<file path="src/rtl/regfile_wb_if.sv">
// Bus between the W pipeline register / decode stage and the writeback register file.
interface regfile_wb_if #(
  parameter int DW    = 8,
  parameter int NREG  = 8,
  parameter int CNT_W = 16
);
  localparam int AW = $clog2(NREG);

  logic [DW-1:0]    RD1W;
  logic [DW-1:0]    ALUResultW;
  logic [DW-1:0]    ReadDataW;
  logic [AW-1:0]    WA3W;
  logic [AW-1:0]    WA4W;
  logic             RegWriteAW;
  logic             RegWriteBW;
  logic             MemtoRegW;
  logic [AW-1:0]    RA1D;
  logic [AW-1:0]    RA2D;
  logic [DW-1:0]    RD1D;
  logic [DW-1:0]    RD2D;
  logic [DW-1:0]    ResultW;
  logic [AW-1:0]    DbgAddr;
  logic [DW-1:0]    DbgData;
  logic [CNT_W-1:0] CommitCnt;

  modport master (
    output RD1W, ALUResultW, ReadDataW, WA3W, WA4W, RegWriteAW, RegWriteBW,
    output MemtoRegW, RA1D, RA2D, DbgAddr,
    input  RD1D, RD2D, ResultW, DbgData, CommitCnt
  );

  modport slave (
    input  RD1W, ALUResultW, ReadDataW, WA3W, WA4W, RegWriteAW, RegWriteBW,
    input  MemtoRegW, RA1D, RA2D, DbgAddr,
    output RD1D, RD2D, ResultW, DbgData, CommitCnt
  );
endinterface

</file>
<file path="src/rtl/regfile_wb.sv">
// Writeback stage and architectural register file: MemtoReg select, two write
// ports (A = result, B = RD1 for swap/move), bypassed decode reads, registered
// debug read and a retired-write counter.
module regfile_wb #(
  parameter int DW      = 8,
  parameter int NREG    = 8,
  parameter bit R0_ZERO = 1'b1,
  parameter int CNT_W   = 16
) (
  input  logic         clk,
  input  logic         reset_n,
  regfile_wb_if.slave  bus
);
  localparam int AW = $clog2(NREG);

  logic [DW-1:0] regs [NREG];
  logic          weA;
  logic          weB;
  logic          aToZero;
  logic          bToZero;
  logic          collide;

  // Writeback result select
  always_comb begin
    bus.ResultW = bus.MemtoRegW ? bus.ReadDataW : bus.ALUResultW;
  end

  // Effective write enables after R0 discard and A-over-B collision filtering;
  // enables gate every address compare so X on an idle port cannot leak through
  always_comb begin
    aToZero = R0_ZERO && (bus.WA3W == '0);
    bToZero = R0_ZERO && (bus.WA4W == '0);
    collide = bus.RegWriteAW && bus.RegWriteBW && (bus.WA3W == bus.WA4W);
    weA     = bus.RegWriteAW && !aToZero;
    weB     = bus.RegWriteBW && !bToZero && !collide;
  end

  // Register array; port B is dropped on collision so each entry has one writer per cycle
  always_ff @(posedge clk or negedge reset_n) begin
    if (!reset_n) begin
      for (int i = 0; i < NREG; i++) begin
        regs[i] <= '0;
      end
    end else begin
      if (weA) begin
        regs[bus.WA3W] <= bus.ResultW;
      end
      if (weB) begin
        regs[bus.WA4W] <= bus.RD1W;
      end
    end
  end

  // Decode read port 1 with write-through bypass, A has priority like the collision rule
  always_comb begin
    bus.RD1D = regs[bus.RA1D];
    if (R0_ZERO && (bus.RA1D == '0)) begin
      bus.RD1D = '0;
    end else if (bus.RegWriteAW && (bus.WA3W == bus.RA1D)) begin
      bus.RD1D = bus.ResultW;
    end else if (bus.RegWriteBW && (bus.WA4W == bus.RA1D)) begin
      bus.RD1D = bus.RD1W;
    end
  end

  // Decode read port 2 with the same bypass rules
  always_comb begin
    bus.RD2D = regs[bus.RA2D];
    if (R0_ZERO && (bus.RA2D == '0)) begin
      bus.RD2D = '0;
    end else if (bus.RegWriteAW && (bus.WA3W == bus.RA2D)) begin
      bus.RD2D = bus.ResultW;
    end else if (bus.RegWriteBW && (bus.WA4W == bus.RA2D)) begin
      bus.RD2D = bus.RD1W;
    end
  end

  // Debug read samples the pre-write array contents, no bypass
  always_ff @(posedge clk or negedge reset_n) begin
    if (!reset_n) begin
      bus.DbgData <= '0;
    end else begin
      bus.DbgData <= regs[bus.DbgAddr];
    end
  end

  // Commit counter advances by the number of effective writes and wraps naturally
  always_ff @(posedge clk or negedge reset_n) begin
    if (!reset_n) begin
      bus.CommitCnt <= '0;
    end else begin
      bus.CommitCnt <= bus.CommitCnt + CNT_W'(weA) + CNT_W'(weB);
    end
  end

  logic unusedAw;
  assign unusedAw = (AW == 0);
endmodule
</file>
<file path="src/flat_wrapper.sv">
// flat-port wrapper written by rule: the top's interface ports become plain ports
module regfile_wb_flat 
#(
  parameter int DW      = 8,
  parameter int NREG    = 8,
  parameter bit R0_ZERO = 1'b1,
  parameter int CNT_W   = 16
)
  (clk, reset_n, bus_RD1W, bus_ALUResultW, bus_ReadDataW, bus_WA3W, bus_WA4W, bus_RegWriteAW, bus_RegWriteBW, bus_MemtoRegW, bus_RA1D, bus_RA2D, bus_DbgAddr, bus_RD1D, bus_RD2D, bus_ResultW, bus_DbgData, bus_CommitCnt);
  regfile_wb_if #(.DW(DW), .NREG(NREG), .CNT_W(CNT_W)) bus_i ();
  input  logic clk;
  input  logic reset_n;
  input wire logic [$bits(bus_i.RD1W)-1:0] bus_RD1W;
  input wire logic [$bits(bus_i.ALUResultW)-1:0] bus_ALUResultW;
  input wire logic [$bits(bus_i.ReadDataW)-1:0] bus_ReadDataW;
  input wire logic [$bits(bus_i.WA3W)-1:0] bus_WA3W;
  input wire logic [$bits(bus_i.WA4W)-1:0] bus_WA4W;
  input wire logic [$bits(bus_i.RegWriteAW)-1:0] bus_RegWriteAW;
  input wire logic [$bits(bus_i.RegWriteBW)-1:0] bus_RegWriteBW;
  input wire logic [$bits(bus_i.MemtoRegW)-1:0] bus_MemtoRegW;
  input wire logic [$bits(bus_i.RA1D)-1:0] bus_RA1D;
  input wire logic [$bits(bus_i.RA2D)-1:0] bus_RA2D;
  input wire logic [$bits(bus_i.DbgAddr)-1:0] bus_DbgAddr;
  output wire logic [$bits(bus_i.RD1D)-1:0] bus_RD1D;
  output wire logic [$bits(bus_i.RD2D)-1:0] bus_RD2D;
  output wire logic [$bits(bus_i.ResultW)-1:0] bus_ResultW;
  output wire logic [$bits(bus_i.DbgData)-1:0] bus_DbgData;
  output wire logic [$bits(bus_i.CommitCnt)-1:0] bus_CommitCnt;
  assign bus_i.RD1W = bus_RD1W;
  assign bus_i.ALUResultW = bus_ALUResultW;
  assign bus_i.ReadDataW = bus_ReadDataW;
  assign bus_i.WA3W = bus_WA3W;
  assign bus_i.WA4W = bus_WA4W;
  assign bus_i.RegWriteAW = bus_RegWriteAW;
  assign bus_i.RegWriteBW = bus_RegWriteBW;
  assign bus_i.MemtoRegW = bus_MemtoRegW;
  assign bus_i.RA1D = bus_RA1D;
  assign bus_i.RA2D = bus_RA2D;
  assign bus_i.DbgAddr = bus_DbgAddr;
  assign bus_RD1D = bus_i.RD1D;
  assign bus_RD2D = bus_i.RD2D;
  assign bus_ResultW = bus_i.ResultW;
  assign bus_DbgData = bus_i.DbgData;
  assign bus_CommitCnt = bus_i.CommitCnt;
  regfile_wb #(.DW(DW), .NREG(NREG), .R0_ZERO(R0_ZERO), .CNT_W(CNT_W)) u_core (.clk(clk), .reset_n(reset_n), .bus(bus_i));
endmodule
</file>
<file path="config.mk">
export PLATFORM = sky130hd
export DESIGN_NAME = regfile_wb_flat
export DESIGN_NICKNAME = d
export VERILOG_FILES = /design/src/rtl/regfile_wb_if.sv /design/src/rtl/regfile_wb.sv /design/src/flat_wrapper.sv
export SDC_FILE = /design/constraint.sdc
export NUM_CORES = 1
export LEC_CHECK = 0
export CAP_MARGIN = 10
export CORE_MARGIN = 8
export CORE_UTILIZATION = 60
export DETAILED_ROUTE_END_ITERATION = 8
export PLACE_DENSITY = 0.95
export SLEW_MARGIN = 25
export SYNTH_ARGS = -nofsm -noshare
export SYNTH_HDL_FRONTEND = slang
export SYNTH_SLANG_ARGS = --single-unit
</file>
<file path="constraint.sdc">
create_clock -name clk -period 3.9 [get_ports clk]
set_input_delay 0.78 -clock clk [delete_from_list [all_inputs] [get_ports clk]]
set_output_delay 0.78 -clock clk [all_outputs]
set_load 0.03 [all_outputs]
</file>
# Word-level counts from Yosys, hierarchy flattened

Cells that the tools add are included.
Widths: inputs -> output; s select.

$add $sub $neg: 2
Magnitude comparators: 7
Equality and inequality tests: 5
Muxes and demuxes: 24
Bitwise gates (word level): 5
Reductions and logical operators: 18

Operator list:

| cell               | number |
|---|---|
| $bwmux 64          | 2 |
| $mux 64            | 2 |
| $mux 8             | 15 |
| $bmux 8 s3         | 3 |
| $demux 8 s3        | 2 |
| $add 16x1->16      | 2 |
| $ge 4x4->1 const B | 5 |
| $not 3->4          | 5 |
| $eq 3x3->1         | 5 |
| $logic_not 3->1    | 4 |
| $logic_and 1x1->1  | 11 |
| $lt 4x1->1 const B | 2 |
| $logic_not 1->1    | 3 |

Register bits after elaboration: 88
Input port bits: 44
Output and inout bits: 48
Logic and storage cells: 71

# Longest topological paths before layout

Depth after elaboration: 9
Mapped depth: 11
Gate-level depth less buffers: 10

# Worst setup path before layout

OpenSTA, ideal clock, no wires.

Kind: in2out
From: input bus_RA2D[0]
To: output bus_RD2D[0]
Arrival: 2.293 ns
Required time: 3.120 ns
Path slack: 0.827 ns
Cell stages on the path: 7
Path buffers: 3
Cell sequence: buf_4 buf_6 xnor2_1 and4_1 clkbuf_1 nand2_1 a31oi_1

Cells in the longest elaborated chain, start to end: 7
Elaborated cells on any way between the ends: 12
Those cells by class: 2 x eq/ne; 6 x mux; 1 x bitwise; 3 x reduce/logical

Ends and longest elaborated chain:

| item                                      | RTL line           | text |
|---|---|---|
| from (decl)                               | flat_wrapper.sv:22 | `input wire logic [$bits(bus_i.RA2D)-1:0] bus_RA2D;` |
| $not 3->4 (not written as such)           | regfile_wb.sv:68   | `bus.RD2D = regs[bus.RA2D];` |
| $bmux 8 s3                                | regfile_wb.sv:68   |  |
| $mux 8 (not written as such) (2 in a row) | regfile_wb.sv:68   |  |
| $mux 8                                    | regfile_wb.sv:73   | `end else if (bus.RegWriteBW && (bus.WA4W == bus.RA2D)) begin` |
| $mux 8                                    | regfile_wb.sv:71   | `end else if (bus.RegWriteAW && (bus.WA3W == bus.RA2D)) begin` |
| $mux 8 (*)                                | regfile_wb.sv:69   | `if (R0_ZERO && (bus.RA2D == '0)) begin` |
| to (decl)                                 | flat_wrapper.sv:25 | `output wire logic [$bits(bus_i.RD2D)-1:0] bus_RD2D;` |

Mark *: on every way between the ends. The rest lies on a longest branch, timed or not. The select of a mux whose other input is x is not followed.

# Worst setup path in the final report

From: input bus_RA2D[0]
To: output bus_RD2D[1]

Same word-level chain as after synthesis.

==> impl_metrics.yaml <==
final_layout:
  n_antenna_cell: 0
  fin_nets: 646
  finish.utilization_pct: 74.0
  final_cell_mix: "mux2_2, dfrtp_1, clkdlybuf4s50_1"
  drive_gt1_share_pct: 38.5
  final_common_cell: "mux2_2"
  area_growth_pct: 22.1
  fin_area_um2: 7500
global_route:
  grt_pass1_wl_um: 28700
  overflow: 0
  grt_pass1_vias: 5281
  grt_max_degree: 89
  antenna_found_initial: 0
  grt.total_usage_pct: 28.2
critical_path:
  cp-start-kind: "input pin"
  crit_arrival_ns: 3.04
  required_ns: 3.12
  worstSetupPathType: "input pin to output port"
  path_max_fanout: 22
  cp_cell_sequence: "clkdlybuf4s50_1 -> buf_12 -> xnor2_1 -> and4_1 -> buf_4 -> nand2_1 -> a31oi_1 -> clkdlybuf4s50_1"
  crit_slowest_cell: "clkdlybuf4s50_1"
  worst_path_most_repeated_cell: "clkdlybuf4s50_1"
  cp_slowest_stage_delay_ns: 0.71
  critPathCaptureType: "output port"
run_status:
  status: "finished clean"
sta:
  skew_ns: 0.00830
  hold_slack_ns: 0.436
  fin_setup_tns_ns: 0
  period_minus_slack_ns: 3.82
  rsz0062_at_grt: "false"
  tightest_slew_ns: 0.797
  setup_viol: 0
  drv_slew: 0
  fmax_ghz: 0.262
  fin_crit_sh_pct: 97.9
  slew_headroom_pct: 46.9
  hold_violations: 0
routing:
  ant_nets: 0
  routedWlPerCell_um: 25.2
  drcViolationCount: 0
  drt_first_pass_iters: 5
  drt_iter0_drc: 471
  routed_wl_um: 18600
  vias: 4977
  routed_via_density: 6.72
power:
  leakage_nw: 3.06
  power_density_nw_per_um2: 470
  total_power_mw: 3.53
  max-vdd-ir-drop_uv: 305
cts:
  cts_sinks: 88
  cts_tree: "done"
  numCtsBuffers: 9
  cts_root_buffer: "clkbuf_8"
  cts_max_path_buffers: 2
  path_clk_slew_ns: 0.10
  clock_latency_ns: 0.38
  htreeDepth: 3
min_path:
  hp-class: "register to register"
yosys:
  synth_top_family_by_area: "multiplexers"
  syn_inst: 513
  synth-main-ff-cell: "dfrtp_1"
  yosys.area_share.xor_xnor_pct: 4.14
  synth_fp_nets: 559
  syn-mean-instance-area_um2: 12.0
  muxShareOfSynthArea_pct: 40.4
  synth-simple-area-share_pct: 7.68
  synth_compound_area_share_pct: 7.15
  yosysSeqAreaShare_pct: 35.9
  syn_area_um2: 6140
  synth_fa_ha_area_share_pct: 0.530
  async_flop_share_pct: 100
  synth_edf_count: 0
  ys_warn_count: 0
  ys_types: 39
  synth_seq_cells: 88
floorplan:
  initial_core_util_pct: 60.6
  die_y_um: 117
  dieArea_um2: 13700
  coreArea_um2: 10100
  die_w_um: 117
  ioPinCount: 92
  row_count: 37
placement:
  portBuffers: 91
  gp_congestion: 0.995
  place_area_um2: 7260
  place_hpwl_um: 12800
job:
  maxCapViolCount: 0
==> final timing paths <==
path / startpoint / to / slack [ns] / cells after the start
max: bus_RA2D[0] / bus_RD2D[1] / 0.08 / 8
min: u_core.regs[61] / u_core.regs[61] / 0.44 / 0
max reg2reg: u_core.bus.CommitCnt[0] / u_core.bus.CommitCnt[14] / 1.86 / 8
min reg2reg: u_core.regs[61] / u_core.regs[61] / 0.44 / 0
max in group asynchronous: reset_n / u_core.bus.CommitCnt[15] / 2.90 / 1
min in group asynchronous: reset_n / u_core.regs[49] / 0.47 / 1
==> layer usage <==
| layer | share of wire [%] | global-route usage (%) | wire, um |
|---|---|---|---|
| met2 | 48 | 44.9 | 9040 |
| met1 | 35 | 33.3 | 6600 |
| met4 | 5.8 | 19.1 | 1090 |
| met5 | 0 | 0 | 0 |
| met3 | 10 | 6.57 | 1910 |
==> layout make-up <==
cell class / instances / area [um^2]
multi-input combinational: 371 / 3690
fill: 645 / 2640
sequential: 88 / 2200
timing repair buffer: 126 / 1200
tap: 136 / 170
clock buffer: 10 / 138
clock inverter: 6 / 92.6
inverter: 4 / 15.0
==> cell usage after synthesis, types with 4 or more instances <==
cell type | instances | area share (%)
clkbuf_1 | 14 | 0.86
buf_2 | 12 | 0.98
o21ai_0 | 16 | 1.3
buf_1 | 15 | 0.92
nand2_2 | 5 | 0.51
nand2b_1 | 10 | 1.0
dfrtp_1 | 88 | 36
a21oi_1 | 16 | 1.3
mux2i_1 | 32 | 5.2
nand4_1 | 9 | 0.92
nand3_1 | 13 | 1.1
o211ai_1 | 8 | 0.98
mux2_2 | 128 | 23
a22oi_1 | 16 | 2.0
and4_1 | 4 | 0.57
inv_1 | 4 | 0.24
a31oi_1 | 8 | 0.82
nand2_1 | 16 | 0.98
buf_4 | 7 | 0.86
xnor2_1 | 25 | 3.6
nor2b_1 | 5 | 0.51
mux4_2 | 32 | 12
xor2_1 | 4 | 0.57
==> cells by family after synthesis <==
logic type	count (synthesis)
adders and majority gates	2
muxes	192
DFF	88
buffers and inverters	54
and+or+nand+nor	80
AOI/OAI and AO/OA	68
xor gates and xnor gates	29
==> report_power, final <==
part | switching [mW] | internal (mW) | total, mW | leakage, nW
clock network | 0.355 | 0.380 | 0.735 | 0.109
logic | 0.688 | 0.759 | 1.45 | 1.87
registers | 0.219 | 1.13 | 1.34 | 1.08
==> critical path, delay by kind of cell <==
kind / cells / cell delay (ns)
buf+inv: 4 / 1.61
simple gates: 2 / 0.29
compound gates: 1 / 0.19
xor+xnor: 1 / 0.16
==> timing repair <==
action	CTS	global route
setup endpoints to repair	1	3
hold buffers	0	0
resized for setup	2	4
cloned	0	0
setup buffers	0	0
==> per-stage QoR <==
step / cells / setup WS (ns)
final: 741 / 0.0822
after global placement: 725 / 0.0852
after floorplan: 513 / 0.827
after CTS: 741 / 0.0627
after global routing: 741 / 0.00671
after detailed placement: 725 / -0.0115
==> sequential cells by signal, indices dropped and copies added, names as in the netlist <==
| register | flops |
|---|---|
| u_core.bus.CommitCnt | 16 |
| u_core.bus.DbgData | 8 |
| u_core.regs | 64 |
(Power assumes the default switching activity.)
